### src/rtl/scl_schmitt_pkg.sv
// Shared defaults, hysteresis state type and parameter legality check
// for the SCL Schmitt-trigger input filter.
package scl_schmitt_pkg;

   localparam int unsigned NCH_DEF   = 4;
   localparam int unsigned CNT_W_DEF = 4;
   localparam int unsigned HI_TH_DEF = 12;
   localparam int unsigned LO_TH_DEF = 3;

   typedef enum logic {
      ST_LOW  = 1'b0,
      ST_HIGH = 1'b1
   } hyst_state_t;

   // Thresholds must fit the counter and leave a non-empty hysteresis band.
   function automatic bit params_legal(input int unsigned nch,
                                       input int unsigned cnt_w,
                                       input int unsigned hi_th,
                                       input int unsigned lo_th);
      if (nch < 32'd1 || nch > 32'd32)      return 1'b0;
      if (cnt_w < 32'd2 || cnt_w > 32'd8)   return 1'b0;
      if (hi_th > ((32'd1 << cnt_w) - 32'd1)) return 1'b0;
      if (lo_th >= hi_th)                   return 1'b0;
      return 1'b1;
   endfunction

endpackage

### src/rtl/scl_schmitt_chan.sv
// One filter channel: 2-flop synchronizer, saturating up/down integrator,
// two-state hysteresis on the integrator value, registered edge pulses.
module scl_schmitt_chan
   import scl_schmitt_pkg::*;
#(
   parameter int unsigned CNT_W = CNT_W_DEF,
   parameter int unsigned HI_TH = HI_TH_DEF,
   parameter int unsigned LO_TH = LO_TH_DEF
) (
   input  logic i_clk,
   input  logic i_reset,
   input  logic i_en,
   input  logic i_a,
   output logic o_x,
   output logic o_rise,
   output logic o_fall
);

   localparam logic [CNT_W-1:0] CNT_MAX = '1;
   localparam logic [CNT_W-1:0] HI      = CNT_W'(HI_TH);
   localparam logic [CNT_W-1:0] LO      = CNT_W'(LO_TH);

   logic [1:0]       r_sync;
   logic [CNT_W-1:0] r_cnt;
   hyst_state_t      r_state;
   logic             r_rise;
   logic             r_fall;

   logic             w_s;
   logic [CNT_W-1:0] w_cnt_next;
   hyst_state_t      w_state_next;
   logic             w_rise;
   logic             w_fall;

   assign w_s = r_sync[1];

   // Saturating integrator: counts toward the synchronized level.
   always_comb begin
      w_cnt_next = r_cnt;
      if (i_en) begin
         if (w_s && (r_cnt != CNT_MAX)) begin
            w_cnt_next = r_cnt + CNT_W'(1);
         end else if (!w_s && (r_cnt != '0)) begin
            w_cnt_next = r_cnt - CNT_W'(1);
         end
      end
   end

   // Hysteresis decision is taken on the count being written this edge.
   always_comb begin
      w_state_next = r_state;
      w_rise       = 1'b0;
      w_fall       = 1'b0;
      if (i_en) begin
         case (r_state)
            ST_LOW: begin
               if (w_cnt_next >= HI) begin
                  w_state_next = ST_HIGH;
                  w_rise       = 1'b1;
               end
            end
            ST_HIGH: begin
               if (w_cnt_next <= LO) begin
                  w_state_next = ST_LOW;
                  w_fall       = 1'b1;
               end
            end
            default: w_state_next = ST_LOW;
         endcase
      end
   end

   always_ff @(posedge i_clk) begin
      if (i_reset) begin
         r_sync  <= '0;
         r_cnt   <= '0;
         r_state <= ST_LOW;
         r_rise  <= 1'b0;
         r_fall  <= 1'b0;
      end else begin
         r_sync  <= {r_sync[0], i_a};
         r_cnt   <= w_cnt_next;
         r_state <= w_state_next;
         r_rise  <= w_rise;
         r_fall  <= w_fall;
      end
   end

   assign o_x    = (r_state == ST_HIGH);
   assign o_rise = r_rise;
   assign o_fall = r_fall;

endmodule

### src/rtl/scl_schmitt_filter.sv
// Multi-channel Schmitt-trigger style glitch filter for asynchronous
// SCL/SDA-type inputs; every output comes straight from a flop.
module scl_schmitt_filter
   import scl_schmitt_pkg::*;
#(
   parameter int unsigned NCH   = NCH_DEF,
   parameter int unsigned CNT_W = CNT_W_DEF,
   parameter int unsigned HI_TH = HI_TH_DEF,
   parameter int unsigned LO_TH = LO_TH_DEF
) (
   input  logic           clk,
   input  logic           reset,
   input  logic           en,
   input  logic [NCH-1:0] a,
   output logic [NCH-1:0] x,
   output logic [NCH-1:0] rise,
   output logic [NCH-1:0] fall
);

   if (!params_legal(NCH, CNT_W, HI_TH, LO_TH)) begin : g_param_check
      $fatal(1, "scl_schmitt_filter: illegal NCH/CNT_W/HI_TH/LO_TH combination");
   end

   for (genvar i = 0; i < int'(NCH); i++) begin : g_chan
      scl_schmitt_chan #(
         .CNT_W (CNT_W),
         .HI_TH (HI_TH),
         .LO_TH (LO_TH)
      ) u_chan (
         .i_clk   (clk),
         .i_reset (reset),
         .i_en    (en),
         .i_a     (a[i]),
         .o_x     (x[i]),
         .o_rise  (rise[i]),
         .o_fall  (fall[i])
      );
   end

endmodule

### config.mk
export PLATFORM = sky130hd
export DESIGN_NAME = scl_schmitt_filter
export DESIGN_NICKNAME = d
export VERILOG_FILES = /design/src/rtl/scl_schmitt_pkg.sv /design/src/rtl/scl_schmitt_chan.sv /design/src/rtl/scl_schmitt_filter.sv
export SDC_FILE = /design/constraint.sdc
export NUM_CORES = 1
export LEC_CHECK = 0
export ABC_AREA = 1
export CELL_PAD_IN_SITES_DETAIL_PLACEMENT = 1
export CELL_PAD_IN_SITES_GLOBAL_PLACEMENT = 2
export CORE_ASPECT_RATIO = 1.1
export CORE_MARGIN = 2
export CORE_UTILIZATION = 34
export CTS_BUF_LIST = sky130_fd_sc_hd__clkbuf_16
export CTS_CLUSTER_DIAMETER = 200
export DETAILED_ROUTE_END_ITERATION = 10
export PLACE_DENSITY_LB_ADDON = 0.15
export SLEW_MARGIN = 20
export SYNTH_ARGS = -nofsm -noshare
export SYNTH_HDL_FRONTEND = slang
export SYNTH_SLANG_ARGS = --single-unit
### constraint.sdc
create_clock -name clk -period 4 [get_ports clk]
set_input_delay 1.2 -clock clk [delete_from_list [all_inputs] [get_ports clk]]
set_output_delay 1.2 -clock clk [all_outputs]
set_load 0.005 [all_outputs]
# Word level (Yosys, flattened, before mapping)
# Cells that the tools add are included.
dict set report word_totals {
  out_inout_bits 12
  elab_cells 97
  ff_bits 36
  inputBits 7
}
dict set report op_classes {
  n_eq_ne 4
  add_sub_neg 8
  n_reduce_logical 24
  bitwise_logic 5
  n_lt_le_gt_ge 8
  n_mux 28
}
# operator n
set ops {}
lappend ops {{4-bit 2-to-1 mux} 12}
lappend ops {{3-bit OR reduction} 8}
lappend ops {{4-bit by 1-bit adder with 4-bit output, second input constant} 4}
lappend ops {{4-bit >= comparator, second input constant} 4}
lappend ops {{4-bit by 2-bit less-or-equal comparator with 1-bit output, second input constant} 4}
lappend ops {{4-bit inequality test, second input constant} 4}
lappend ops {{4-bit nonzero test} 4}
lappend ops {{4-bit by 1-bit subtractor with 4-bit output, second input constant} 4}
lappend ops {{1-bit 2-to-1 mux} 12}
lappend ops {{1-bit logical AND} 8}
lappend ops {{1-bit case mux with 2 select lines} 4}
lappend ops {{1-bit NOT} 5}
lappend ops {{1-bit zero test} 4}

# Depth between registers and ports, before layout
dict set report logic_depth {
  ltp_word 8
  depth_mapped 13
  mapped_depth_nobuf 13
}

# Modules after synthesis
# A second synthesis with hierarchy kept.
dict set report unflattened {
  cells_unflattened 380
  hier_area_um2 2592.5
}
# mod n_inst cells_per_inst area_per_inst_um2 seq_area_each_um2
set modules_own_cells {}
lappend modules_own_cells {scl_schmitt_chan 4 95 648.1 180.2}

# Worst setup path after synthesis
# No wires, ideal clock.
dict set report synth_path {
  path_kind {input port to flip-flop}
  from {input en}
  to {register g_chan[3].u_chan.r_state}
  t_required_ns 3.881
  path_slack_ns 1.895
  cell_stages 8
  t_arrival_ns 1.986
  setup_ns 0.119
  path_buffers 1
  cell_sequence {buf_4 -> inv_2 -> a21oi_4 -> nand2_1 -> nand2_1 -> nand3_2 -> o21ai_1 -> o21ai_1}
}
dict set report synth_via {
  elab_chain_cells 4
  elab_cells_between_ends 6
  cone_classes {2 x order compare; 4 x mux}
}
# element line
set synth_rtl {}
lappend synth_rtl {{start, declared} scl_schmitt_filter.sv:13} ;# input logic en,
lappend synth_rtl {{4-bit 2-to-1 mux} scl_schmitt_chan.sv:40} ;# if (i_en) begin
lappend synth_rtl {{4-bit by 2-bit less-or-equal comparator with 1-bit output / 4-bit >= comparator (equally long branches)} {scl_schmitt_chan.sv:63, scl_schmitt_chan.sv:57}}
lappend synth_rtl {{1-bit 2-to-1 mux, on equally long branches} {scl_schmitt_chan.sv:63, scl_schmitt_chan.sv:57}}
lappend synth_rtl {{1-bit case mux with 2 select lines} scl_schmitt_chan.sv:55} ;# case (r_state)
lappend synth_rtl {{end signal, assigned} scl_schmitt_chan.sv:83} ;# r_state <= w_state_next;
lappend synth_rtl {{end, declared} scl_schmitt_chan.sv:25} ;# hyst_state_t r_state;
# Several ways; a longest one is shown, not always the timed one.
# A chain may end at the register's enable or synchronous reset.

# Worst setup path after layout
dict set report layout_path {
  from {input en}
  to {register g_chan[0].u_chan.r_state}
}
dict set report layout_via {
  elab_chain_cells 4
  elab_cells_between_ends 6
  cone_classes {2 x order compare; 4 x mux}
}
# element line
set layout_rtl {}
lappend layout_rtl {{4-bit 2-to-1 mux} scl_schmitt_chan.sv:40}
lappend layout_rtl {{4-bit by 2-bit less-or-equal comparator with 1-bit output / 4-bit >= comparator (equally long branches)} {scl_schmitt_chan.sv:63, scl_schmitt_chan.sv:57}}
lappend layout_rtl {{1-bit 2-to-1 mux, on equally long branches} {scl_schmitt_chan.sv:63, scl_schmitt_chan.sv:57}}
lappend layout_rtl {{1-bit case mux with 2 select lines} scl_schmitt_chan.sv:55}
lappend layout_rtl {{end signal, assigned} scl_schmitt_chan.sv:83}
lappend layout_rtl {{end, declared} scl_schmitt_chan.sv:25}
# Several ways; a longest one is shown, not always the timed one.

==> results.toml <==
[status]
status = "complete, no violations"

[cells_and_area]
final_cell_area_um2 = 2180
fin_nets = 283
fillers = 682
layout-drive-gt1-share_pct = 10.1
syn_to_final_growth_pct = 15.9
fin_util_pct = 40.7
insertedDiodeCount = 0

[detailed_routing]
via_per_inst = 4.59
routed_wl_um = 4070
drt_first_iter_violations = 50
drc = 0
vias = 1573
dr.pass1.iters = 2
wl_per_cell_um = 11.9
final_antenna_net_count = 0

[worst_setup_path]
critPathMaxFanout = 8
cp-end-kind = "flop"
slowest_stage = "clkdlybuf4s50_1"
cpPeakStageDelay_ns = 0.69
cp-start-kind = "primary input"
critPathKind = "in -> reg"
crit_path_cell_trace = "clkdlybuf4s50_1 > inv_2 > nor2_2 > inv_1 > nor2_1 > nand3_2 > a21oi_1"
cp_num_buf_inv = 3
cp.required_ns = 4.21
worstPathArrival_ns = 2.92
critPathTopFamily = "buffers and inverters"

[floorplan]
num_rows = 28
start_util_pct = 35.1
io_pins = 19
dieArea_um2 = 6150
die_y_um = 82.1
coreArea_um2 = 5360
die_w_um = 75.0

[cts]
clkTransAtPathRegs_ns = 0.06
clk_latency_ns = 0.28
cts_resized = 0
cts_max_level = 2
numCtsBuffers = 5
postCtsHoldBufs = 0
cts_setup_buffers = 0
root_buffer = "clkbuf_16"
clk_path_buf_depth = 2
cts.sinks = 36
cts_tree = "done"

[grt]
grt_remaining_overflow = 0
gr-usage-all-layers_pct = 15.9
grt_pass1_wl_um = 7400
grt_pass1_vias = 1587
antenna_found_initial = 0
grt_max_degree = 19

[synthesis]
yosysWarnings = 0
synthCells = 258
syn_area_um2 = 1880
ys_seq_area_share_pct = 38.3
yosysUniqueCellTypes = 29
avgSynthCellArea_um2 = 7.30
syn_nets = 273
synth-seq-cells = 36

[pwr]
leakagePower_nw = 0.969
ir_drop_v = 0.000207
power_mw = 1.43
powerDensity_nw_per_um2 = 654

[timing]
report.final.slew_viol_count = 0
worst_pin_slew_ns = 0.377
slew_headroom_pct = 74.8
max_freq_mhz = 369
hold_violations = 0
grt_setup_unrepaired = "no"
fin_skew_ns = 0.00425
setup_viol = 0
fin_crit_ns = 2.71
timing.setup.tns_ns = 0
period_share_pct = 67.7

[min_path]
min_path_type = "reg -> reg"

[placement]
place_congestion = 0.747
dpl_cell_area_um2 = 2050
place_hpwl_um = 3030
io_buffer_count = 18

[job]
maxCapViolCount = 0
## cells in the mapped netlist
cell type,n,area share [%]
nand2_1,47,9.4
inv_1,39,7.8
dfxtp_1,36,38
nand3_1,24,6.4
nor2_1,23,4.6
a21oi_1,16,4.3
buf_4,13,5.2
o21ai_0,12,3.2
nand2_2,9,3.0
ha_1,8,5.3
nor3_1,4,1.1
o31ai_1,4,1.6
o21ai_1,3,0.80
a21oi_4,2,1.7
clkbuf_1,2,0.40
inv_2,2,0.40
nand3_2,2,1.1
a21oi_2,1,0.47
buf_6,1,0.60
nand3b_1,1,0.40
nand4_1,1,0.33
nor2_2,1,0.33
nor3b_1,1,0.40
nor3b_2,1,0.66
nor4_2,1,0.66
o21ai_2,1,0.47
o21bai_1,1,0.40
xnor2_1,1,0.47
xor2_1,1,0.47
## placed cells by master (no fill, tap or decap), types with 2 or more instances in the layout
cell / netlist / routed
o21ai_1: 3 / 3
inv_2: 2 / 2
nand2_2: 9 / 9
nand2_1: 47 / 47
o21ai_0: 12 / 12
dfxtp_1: 36 / 36
nand3_1: 24 / 24
inv_1: 39 / 40
ha_1: 8 / 8
nor3_1: 4 / 4
clkdlybuf4s50_1: 0 / 18
a21oi_4: 2 / 2
nand3_2: 2 / 2
clkbuf_16: 0 / 5
o31ai_1: 4 / 4
a21oi_1: 16 / 16
nor2_1: 23 / 23
## logic make-up (layout without fill, tap and decap cells)
kind of cell | after synthesis | count (layout) | synth area share [%]
flip-flops | 36 | 36 | 38.3
AO/OA/AOI/OAI | 40 | 40 | 12.9
XOR/XNOR | 2 | 2 | 0.930
AND/OR/NAND/NOR | 115 | 115 | 28.2
buffers and inverters | 57 | 67 | 14.4
adder cells (fa/ha/maj) | 8 | 8 | 5.32
## where the power goes
group / internal (mW) / switching, mW
clock: 0.224 / 0.140
sequential: 0.429 / 0.0758
combinational: 0.212 / 0.345
total: 0.865 / 0.561
## final timing paths
check / slack [ns] / startpoint / cells after the start / to
hold reg to reg: 0.40 / g_chan[2].u_chan.r_sync[0] / 2 / g_chan[2].u_chan.r_sync[1]
hold / removal: 0.40 / g_chan[2].u_chan.r_sync[0] / 2 / g_chan[2].u_chan.r_sync[1]
setup / recovery: 1.29 / en / 7 / g_chan[0].u_chan.o_x
setup reg to reg: 2.27 / flop / 12 / g_chan[2].u_chan.o_x
## metal layers
layer  track usage [%]  up-vias  part of all wire (%)
met1              20.0      717                    50
met5                 0        -                     0
met2              25.9       22                    46
met4              6.43        0                   1.5
met3              3.68        4                   2.8
li1                  -      830                     -
## worst reg2reg max path, delay by kind of cell (launching register included)
family                     cells  cell delay (ns)
buffers and inverters          1             0.09
adders and majority gates      1             0.22
DFF                            1             0.36
AOI/OAI and AO/OA              1             0.19
and+or+nand+nor                9             0.76
## through the flow
| step | hold WS (ns) | worst slack, ns | cells |
|---|---|---|---|
| floorplan | 0.388 | 1.89 | 258 |
| detailed placement | 0.398 | 0.965 | 336 |
| finish | 0.401 | 1.29 | 343 |
| CTS | 0.404 | 1.24 | 343 |
| global placement | 0.392 | 1.01 | 336 |
| global route | 0.435 | 1.15 | 343 |
## final cells by class
type                            instances  area [um^2]  area share [%]
Clock buffer                            5          125            5.73
Clock inverter                          2         8.76           0.401
Timing Repair Buffer                   19          188            8.60
Inverter                               41          154            7.05
Tap cell                               75         93.8            4.30
Sequential cell                        36          721            33.0
Multi-Input combinational cell        165          892            40.9
Note: power is estimated with default switching activity, not from simulation.
